`config.mk`:
```
export PLATFORM = sky130hd
export DESIGN_NAME = mem_access_unit
export DESIGN_NICKNAME = d
export VERILOG_FILES = /design/src/rtl/mem_access_pkg.sv /design/src/rtl/load_align.sv /design/src/rtl/mem_access_unit.sv
export SDC_FILE = /design/constraint.sdc
export NUM_CORES = 1
export LEC_CHECK = 0
export ABC_AREA = 1
export CAP_MARGIN = 10
export CORE_MARGIN = 4
export CORE_UTILIZATION = 49
export DETAILED_ROUTE_END_ITERATION = 6
export PLACE_DENSITY = 0.87
export SLEW_MARGIN = 40
export SYNTH_ARGS = -nofsm -noshare
export SYNTH_HDL_FRONTEND = slang
export SYNTH_HIERARCHICAL = 1
export SYNTH_SLANG_ARGS = --single-unit
```
`constraint.sdc`:
```
create_clock -name clk -period 10.48 [get_ports clk]
set_input_delay 1.048 -clock clk [delete_from_list [all_inputs] [get_ports clk]]
set_output_delay 1.048 -clock clk [all_outputs]
set_load 0.01 [all_outputs]
```
`src/rtl/mem_access_pkg.sv`:
```
// Shared definitions for the memory access unit:
// funct3 encodings, FSM states and store lane-mask helper.
package mem_access_pkg;

    localparam logic [2:0] F3_B  = 3'b000;
    localparam logic [2:0] F3_H  = 3'b001;
    localparam logic [2:0] F3_W  = 3'b010;
    localparam logic [2:0] F3_D  = 3'b011;
    localparam logic [2:0] F3_BU = 3'b100;
    localparam logic [2:0] F3_HU = 3'b101;
    localparam logic [2:0] F3_WU = 3'b110;

    typedef enum logic [1:0] {
        S_IDLE = 2'd0,
        S_REQ  = 2'd1,
        S_WAIT = 2'd2,
        S_RESP = 2'd3
    } state_e;

    // Byte-enable mask for an access of 2**size bytes at byte offset off.
    function automatic logic [7:0] lane_mask(input logic [1:0] size,
                                             input logic [2:0] off);
        logic [7:0] m;
        case (size)
            2'b00:   m = 8'h01;
            2'b01:   m = 8'h03;
            2'b10:   m = 8'h0F;
            default: m = 8'hFF;
        endcase
        return m << off;
    endfunction

endpackage

```
`src/rtl/load_align.sv`:
```
// Load data alignment: picks the addressed lanes out of a bus word
// and sign- or zero-extends them according to funct3.
module load_align
    import mem_access_pkg::*;
#(
    parameter int XLEN = 32
) (
    input  logic [XLEN-1:0] rdata_i,
    input  logic [2:0]      funct3_i,
    input  logic [2:0]      off_i,
    output logic [XLEN-1:0] data_o
);

    logic [XLEN-1:0] sh;

    // Shift the addressed byte down to lane 0, then extend.
    always_comb begin
        sh     = rdata_i >> {off_i, 3'b000};
        data_o = '0;
        case (funct3_i)
            F3_B:    data_o = XLEN'($signed(sh[7:0]));
            F3_H:    data_o = XLEN'($signed(sh[15:0]));
            F3_W:    data_o = XLEN'($signed(sh[31:0]));
            F3_BU:   data_o = XLEN'(sh[7:0]);
            F3_HU:   data_o = XLEN'(sh[15:0]);
            F3_WU:   data_o = XLEN'(sh[31:0]);
            F3_D:    data_o = sh;
            default: data_o = '0;
        endcase
    end

endmodule

```
`src/rtl/mem_access_unit.sv`:
```
// Memory stage: accepts one op from execute, runs a req/gnt/rvalid bus
// transaction for loads/stores, and returns a one-cycle writeback pulse.
module mem_access_unit
    import mem_access_pkg::*;
#(
    parameter int XLEN     = 32,
    parameter int ADDR_W   = 32,
    parameter int MAX_WAIT = 16
) (
    input  logic                clk,
    input  logic                rst,
    input  logic                ex_valid,
    output logic                ex_ready,
    input  logic                ex_is_load,
    input  logic                ex_is_store,
    input  logic [2:0]          ex_funct3,
    input  logic [ADDR_W-1:0]   ex_addr,
    input  logic [XLEN-1:0]     ex_wdata,
    input  logic [4:0]          ex_rd,
    output logic                wb_valid,
    output logic                wb_we,
    output logic                wb_err,
    output logic [XLEN-1:0]     wb_data,
    output logic [4:0]          wb_rd,
    output logic                bus_req,
    output logic                bus_we,
    output logic [ADDR_W-1:0]   bus_addr,
    output logic [XLEN-1:0]     bus_wdata,
    output logic [XLEN/8-1:0]   bus_wmask,
    input  logic                bus_gnt,
    input  logic                bus_rvalid,
    input  logic                bus_err,
    input  logic [XLEN-1:0]     bus_rdata
);

    localparam int  NB    = XLEN / 8;
    localparam int  OFF_W = $clog2(NB);
    localparam int  CNT_W = $clog2(MAX_WAIT + 1);
    localparam bit  IS64  = (XLEN == 64);

    state_e            state_q;
    logic [CNT_W-1:0]  cnt_q;
    logic              ld_q;
    logic [2:0]        f3_q;
    logic [2:0]        off_q;

    logic              bus_req_q;
    logic              bus_we_q;
    logic [ADDR_W-1:0] bus_addr_q;
    logic [XLEN-1:0]   bus_wdata_q;
    logic [NB-1:0]     bus_wmask_q;
    logic              wb_valid_q;
    logic              wb_we_q;
    logic              wb_err_q;
    logic [XLEN-1:0]   wb_data_q;
    logic [4:0]        wb_rd_q;

    logic              ld;
    logic              mem;
    logic              f3_ok;
    logic              misal;
    logic [2:0]        off3;
    logic [XLEN-1:0]   wrep;
    logic [XLEN-1:0]   ld_data;
    int                nb;

    assign ld   = ex_is_load & ~ex_is_store;
    assign mem  = ex_is_load | ex_is_store;
    assign off3 = 3'(ex_addr[OFF_W-1:0]);

    // Classify the offered op: funct3 legality and natural alignment.
    always_comb begin
        f3_ok = 1'b0;
        case (ex_funct3)
            F3_B, F3_H, F3_W, F3_BU, F3_HU: f3_ok = 1'b1;
            F3_D:    f3_ok = IS64;
            F3_WU:   f3_ok = IS64 && ld;
            default: f3_ok = 1'b0;
        endcase
        misal = 1'b0;
        case (ex_funct3[1:0])
            2'b01:   misal = ex_addr[0];
            2'b10:   misal = |ex_addr[1:0];
            2'b11:   misal = |ex_addr[2:0];
            default: misal = 1'b0;
        endcase
    end

    // Replicate store data of the access size across every bus lane.
    always_comb begin
        nb   = 1 << ex_funct3[1:0];
        wrep = '0;
        for (int i = 0; i < NB; i++) begin
            wrep[8*i +: 8] = ex_wdata[8*(i % nb) +: 8];
        end
    end

    load_align #(
        .XLEN(XLEN)
    ) u_align (
        .rdata_i  (bus_rdata),
        .funct3_i (f3_q),
        .off_i    (off_q),
        .data_o   (ld_data)
    );

    // Transaction FSM with all bus and writeback outputs registered.
    always_ff @(posedge clk or posedge rst) begin
        if (rst) begin
            state_q     <= S_IDLE;
            cnt_q       <= '0;
            ld_q        <= 1'b0;
            f3_q        <= '0;
            off_q       <= '0;
            bus_req_q   <= 1'b0;
            bus_we_q    <= 1'b0;
            bus_addr_q  <= '0;
            bus_wdata_q <= '0;
            bus_wmask_q <= '0;
            wb_valid_q  <= 1'b0;
            wb_we_q     <= 1'b0;
            wb_err_q    <= 1'b0;
            wb_data_q   <= '0;
            wb_rd_q     <= '0;
        end else begin
            unique case (state_q)
                S_IDLE: begin
                    if (ex_valid) begin
                        wb_rd_q <= ex_rd;
                        ld_q    <= ld;
                        f3_q    <= ex_funct3;
                        off_q   <= off3;
                        if (!mem) begin
                            state_q    <= S_RESP;
                            wb_valid_q <= 1'b1;
                            wb_we_q    <= 1'b1;
                            wb_err_q   <= 1'b0;
                            wb_data_q  <= XLEN'(ex_addr);
                        end else if (!f3_ok || misal) begin
                            state_q    <= S_RESP;
                            wb_valid_q <= 1'b1;
                            wb_we_q    <= 1'b0;
                            wb_err_q   <= 1'b1;
                            wb_data_q  <= '0;
                        end else begin
                            state_q     <= S_REQ;
                            bus_req_q   <= 1'b1;
                            bus_we_q    <= ex_is_store;
                            bus_addr_q  <= ex_addr & ~ADDR_W'(NB - 1);
                            bus_wdata_q <= wrep;
                            bus_wmask_q <= NB'(lane_mask(ex_funct3[1:0], off3));
                        end
                    end
                end
                S_REQ: begin
                    if (bus_gnt) begin
                        bus_req_q <= 1'b0;
                        cnt_q     <= '0;
                        state_q   <= S_WAIT;
                    end
                end
                S_WAIT: begin
                    if (bus_rvalid) begin
                        state_q    <= S_RESP;
                        wb_valid_q <= 1'b1;
                        wb_err_q   <= bus_err;
                        wb_we_q    <= ld_q & ~bus_err;
                        wb_data_q  <= ld_q ? ld_data : '0;
                    end else if (cnt_q == CNT_W'(MAX_WAIT - 1)) begin
                        cnt_q      <= cnt_q + CNT_W'(1);
                        state_q    <= S_RESP;
                        wb_valid_q <= 1'b1;
                        wb_err_q   <= 1'b1;
                        wb_we_q    <= 1'b0;
                        wb_data_q  <= '0;
                    end else begin
                        cnt_q <= cnt_q + CNT_W'(1);
                    end
                end
                S_RESP: begin
                    wb_valid_q <= 1'b0;
                    wb_we_q    <= 1'b0;
                    wb_err_q   <= 1'b0;
                    state_q    <= S_IDLE;
                end
                default: state_q <= S_IDLE;
            endcase
        end
    end

    assign ex_ready  = (state_q == S_IDLE);
    assign bus_req   = bus_req_q;
    assign bus_we    = bus_we_q;
    assign bus_addr  = bus_addr_q;
    assign bus_wdata = bus_wdata_q;
    assign bus_wmask = bus_wmask_q;
    assign wb_valid  = wb_valid_q;
    assign wb_we     = wb_we_q;
    assign wb_err    = wb_err_q;
    assign wb_data   = wb_data_q;
    assign wb_rd     = wb_rd_q;

endmodule

```
---- Word-level counts from Yosys, hierarchy flattened ----
Index checks and enable logic that the tools add are counted.
cells by class
  divide/modulo/power cells ............... 4
  shift operators ......................... 7
  multiplexer cells ....................... 46
  add/sub/neg operators ................... 1
  reductions and logical operators ........ 21
  equality and inequality tests ........... 24
  bitwise logic cells ..................... 6
operator list
  operator               number
  $mux 32                6
  $pmux 32 s5            1
  $shiftx 32x32->8       4
  $mod 3x32->32 const A  2
  $pmux 32 s2            1
  $mod 1x32->32 const A  1
  $mod 2x32->32 const A  1
  $mux 8                 4
  $shl 1x2->32 const A   1
  $shr 32x5->32          1
  $pmux 8 s3             1
  $mux 1                 18
  $eq 3x3->1 const B     5
  $mux 2                 6
  $pmux 1 s3             4
  $reduce_and 4->1       3
  $mux 5                 2
  $pmux 5 s2             1
  $eq 3x2->1 const B     3
  $eq 2x2->1 const B     4
  $ne 2x2->1 const B     4
  $pmux 2 s4             1
  $shl 8x2->4            1
  $eq 3x1->1 const B     2
  other kinds (22)       32
word-level totals
  flip-flop bits (word level) ............. 121
  output and inout bits ................... 111
  input port bits ......................... 112
  logic and storage cells ................. 124

---- Longest topological paths before layout ----
  depth in word-level cells ............... 10
  depth in mapped cells ................... 30

---- Hierarchy ----
Netlist, hierarchy kept.
by module, submodules not included
  module           area each (µm²)  instances  seq. area each (µm²)  cells each
  mem_access_unit  6616.3           1          3027.9                800
  load_align       887.1            1          0.0                   191

---- Worst setup path after synthesis ----
OpenSTA, ideal clock, no wires.
  kind .................................... input port to flip-flop
  start point ............................. input port ex_funct3[0]
  end point ............................... register bus_wdata_q[5] (netlist: bus_wdata[5])
  cell stages on the path ................. 28
  arrival time ............................ 3.836 ns
  data required time ...................... 10.362 ns
  library setup time ...................... 0.118 ns
  path buffers ............................ 2
  setup slack ............................. 6.527 ns
  path through ............................ inv_1 ha_1 inv_1 clkbuf_1 ha_1 nand3_2 nand3_1 a21oi_1 nand2_1 nand2_1 nand3_2 nand2_2 inv_1 nand2_1 nand2_1 nor2_2 nand3_1 nand2_1 nand2_1 nand3_1 nand2_2 nand2_4 nand2_4 buf_6 nand2_1 nand3_1 nand3_1 nand2_1
on the way
  longest elaborated chain between the ends .. 7
  elaborated cells between the ends (all ways) .. 18
  classes of those cells .................. 1 x div; 7 x eq/ne; 2 x shift; 2 x mux; 1 x bitwise; 5 x reduce/logical
RTL lines
  element                                                                line                    RTL
  from (decl)                                                            mem_access_unit.sv:16   input logic [2:0] ex_funct3,
  parallel branches: the longest is 7 deep, another holds $mod 1x32->32  -
  to (signal assigned)                                                   mem_access_unit.sv:150  bus_wdata_q <= wrep;
  to (decl)                                                              mem_access_unit.sv:50   logic [XLEN-1:0] bus_wdata_q;
Several ways; the timed one is not identified.
A chain may end at the register's enable or synchronous reset.

---- Worst setup path in the final report ----
  start point ............................. input port ex_funct3[0]
  end point ............................... register bus_wdata_q[2] (netlist: bus_wdata[2])
The elaborated chain is that of the path after synthesis.

==> flow_metrics.tcl <==
set metrics [dict create \
    nets 1319 \
    cts_root_buffer "clkbuf_16" \
    overflow 0 \
    die_area_um2 17400 \
    cp_max_fo 51 \
    hold_class "flip-flop to flip-flop" \
    clk_pin_slew_ps 60 \
    clock_sinks 121 \
    drive_gt1_frac 0.0816 \
    tightest_slew_ps 749 \
    hold_buffers 0 \
    slew_headroom 0.498 \
    final_cell_mix "nand2_1, clkdlybuf4s50_1, dfrtp_1" \
    wl_per_cell_um 18.2 \
    hold_ws_ps 477 \
    regArea_um2 3030 \
    post-route-drc-count 0 \
    setup.worst_path.start_class "input port" \
    drv_cap 0 \
    synth_edf_count 0 \
    vias_per_cell 5.70 \
    drt-total-wl_mm 25.2 \
    worst_clock_skew_ps 6.39 \
    antenna_cells 0 \
    grt_usage 0.288 \
    fp.dieW_um 132 \
    post_cts_buffers 0 \
    cp.required_ps 10790 \
    cts_buffer_depth 2 \
    cts_tree "done" \
    ys_types 44 \
    hold_violations 0 \
    numCtsBuffers 17 \
    synthArstFlopShare 1.00 \
    vdd_drop_max_mv 0.143 \
    arrival_ps 5250 \
    layout_commonest_cell "nand2_1" \
    dp_cells 1353 \
    drt_first_pass_iters 5 \
    hold-path-cell-count 2 \
    place.gp.congestion 0.991 \
    htreeDepth 4 \
    ys.warnings.count 6 \
    die_y_um 132 \
    grt_max_degree 106 \
    cts-resized-gates 0 \
    place_hpwl_mm 18.2 \
    setup_viol 0 \
    grt_pass1_wl_mm 40.4 \
    fill_cells 1140 \
    totalPowerFinal_uw 2580 \
    multi_input_comb_area_um2 3820 \
    rows 44 \
    synth_seq_cells 121 \
    post-route-period-util 0.471 \
    power.leakage_uw 0.00499 \
    io_buffers 220 \
    antenna_found_initial 0 \
    final_util 0.703 \
    finalMaxSlewViolations 0 \
    netlist_area_um2 7500 \
    finalSetupTns_ps 0 \
    instances_no_fill 1385 \
    fmax_mhz 203 \
    start_util 0.509 \
    rsz0062_at_grt "no" \
    clk_latency_ps 420 \
    grt_pass1_vias 7817 \
    endpoint_kind "flip-flop" \
    path_class "input port to flip-flop" \
    syn_area_per_cell_um2 7.57 \
    ant_nets 0 \
    coreArea_um2 14800 \
    seq_area_frac_synth 0.404 \
    ios 223 \
    synth_flop_cell "dfrtp_1" \
    status "completed" \
    finalCriticalPeriod_ps 4940 \
    synthCells 991 \
    dr_total_vias 7898 \
    ff2ff_path_depth 9 \
    reg2reg_setup_slack_ps 7290 \
    drtIter0Drc 714 \
    p_per_area_nw_per_um2 249 \
    areaGrowthSynthToFinish_pct 38.3 \
]
==> worst paths after layout <==
path,start,end
worst min-delay path,wb_err$_DFFE_PP0P_,wb_err$_DFFE_PP0P_
worst min register to register,wb_err$_DFFE_PP0P_,wb_err$_DFFE_PP0P_
min in group asynchronous,rst,bus_addr[25]$_DFFE_PP0P_
worst max-delay path,ex_funct3[0],bus_wdata[2]$_DFFE_PP0P_
worst max register to register,state_q[0]$_DFFE_PP0P_,bus_wdata[28]$_DFFE_PP0P_
max in group asynchronous,rst,off_q[0]$_DFFE_PP0P_
==> final cells by class <==
class / count / area share
Clock inverter: 13 / 0.0163
Clock buffer: 19 / 0.0436
Multi-Input combinational cell: 710 / 0.369
Timing Repair Buffer: 225 / 0.216
Sequential cell: 121 / 0.292
Tap cell: 184 / 0.0222
Inverter: 113 / 0.0411
==> power breakdown <==
part           switching (uW)  internal, uW
clock network             231           388
registers                 138           656
logic                     599           571
==> routing by layer <==
metal	track usage	vias to the layer above	wire length, um
met2	0.488	430	12100
li1	-	3696	-
met1	0.358	3698	10100
met5	0	-	0
met3	0.0679	74	2110
met4	0.113	0	889
==> state kept, by name, indices dropped and copies added (netlist names) <==
register,cells
f3_q,3
cnt_q,5
bus_wdata,32
off_q,2
ld_q,1
wb_valid,1
bus_we,1
state_q,2
bus_req,1
wb_we,1
bus_wmask,4
bus_addr,30
wb_err,1
wb_data,32
wb_rd,5
==> critical path, stage by stage <==
cell and delay (ps):
clkdlybuf4s50_1 500, inv_1 220, ha_4 550, inv_1 360, ha_1 440, nand3_2 100
nand3_1 120, a21oi_1 180, nand2_1 90, nand2_1 80, nand3_2 80, nand2_2 100
inv_1 60, nand2_1 70, nand2_1 60, nor2_2 100, nand3_1 100, nand2_1 90
nand2_1 50, nand2_1 70, nand2_2 70, nand2_4 170, nand2_4 150, nand2_1 120
nand3_1 80, nand3_1 100, nand2_1 60
==> synth_stat cells (9+ instances only) <==
cell type  count  area share
ha_1          19       0.032
nand3_1       78       0.052
o22ai_1       38       0.032
o21ai_0      110       0.073
a22o_1         9       0.011
clkbuf_1      32       0.016
mux2i_1       10       0.013
nor2_1        42       0.021
inv_1        109       0.055
mux2_2        32       0.048
dfrtp_1      121        0.40
buf_6          9       0.014
a32o_1        10       0.013
a21oi_1       18       0.012
nand2_1      284        0.14
==> through the flow <==
step,instance area (um^2),worst slack [ps]
finish,10400,5540
global route,10400,5120
CTS,10400,5620
detailed placement,9750,5180
global placement,9730,5000
floorplan,7520,6220
==> logic make-up after synthesis <==
family,share of synthesized area
XOR/XNOR,0.00117
multiplexers,0.0614
adder cells (fa/ha/maj),0.0317
buffers and inverters,0.0934
AO/OA/AOI/OAI,0.170
other,0.000500
flip-flops,0.404
AND/OR/NAND/NOR,0.239
(Power assumes the default switching activity.)
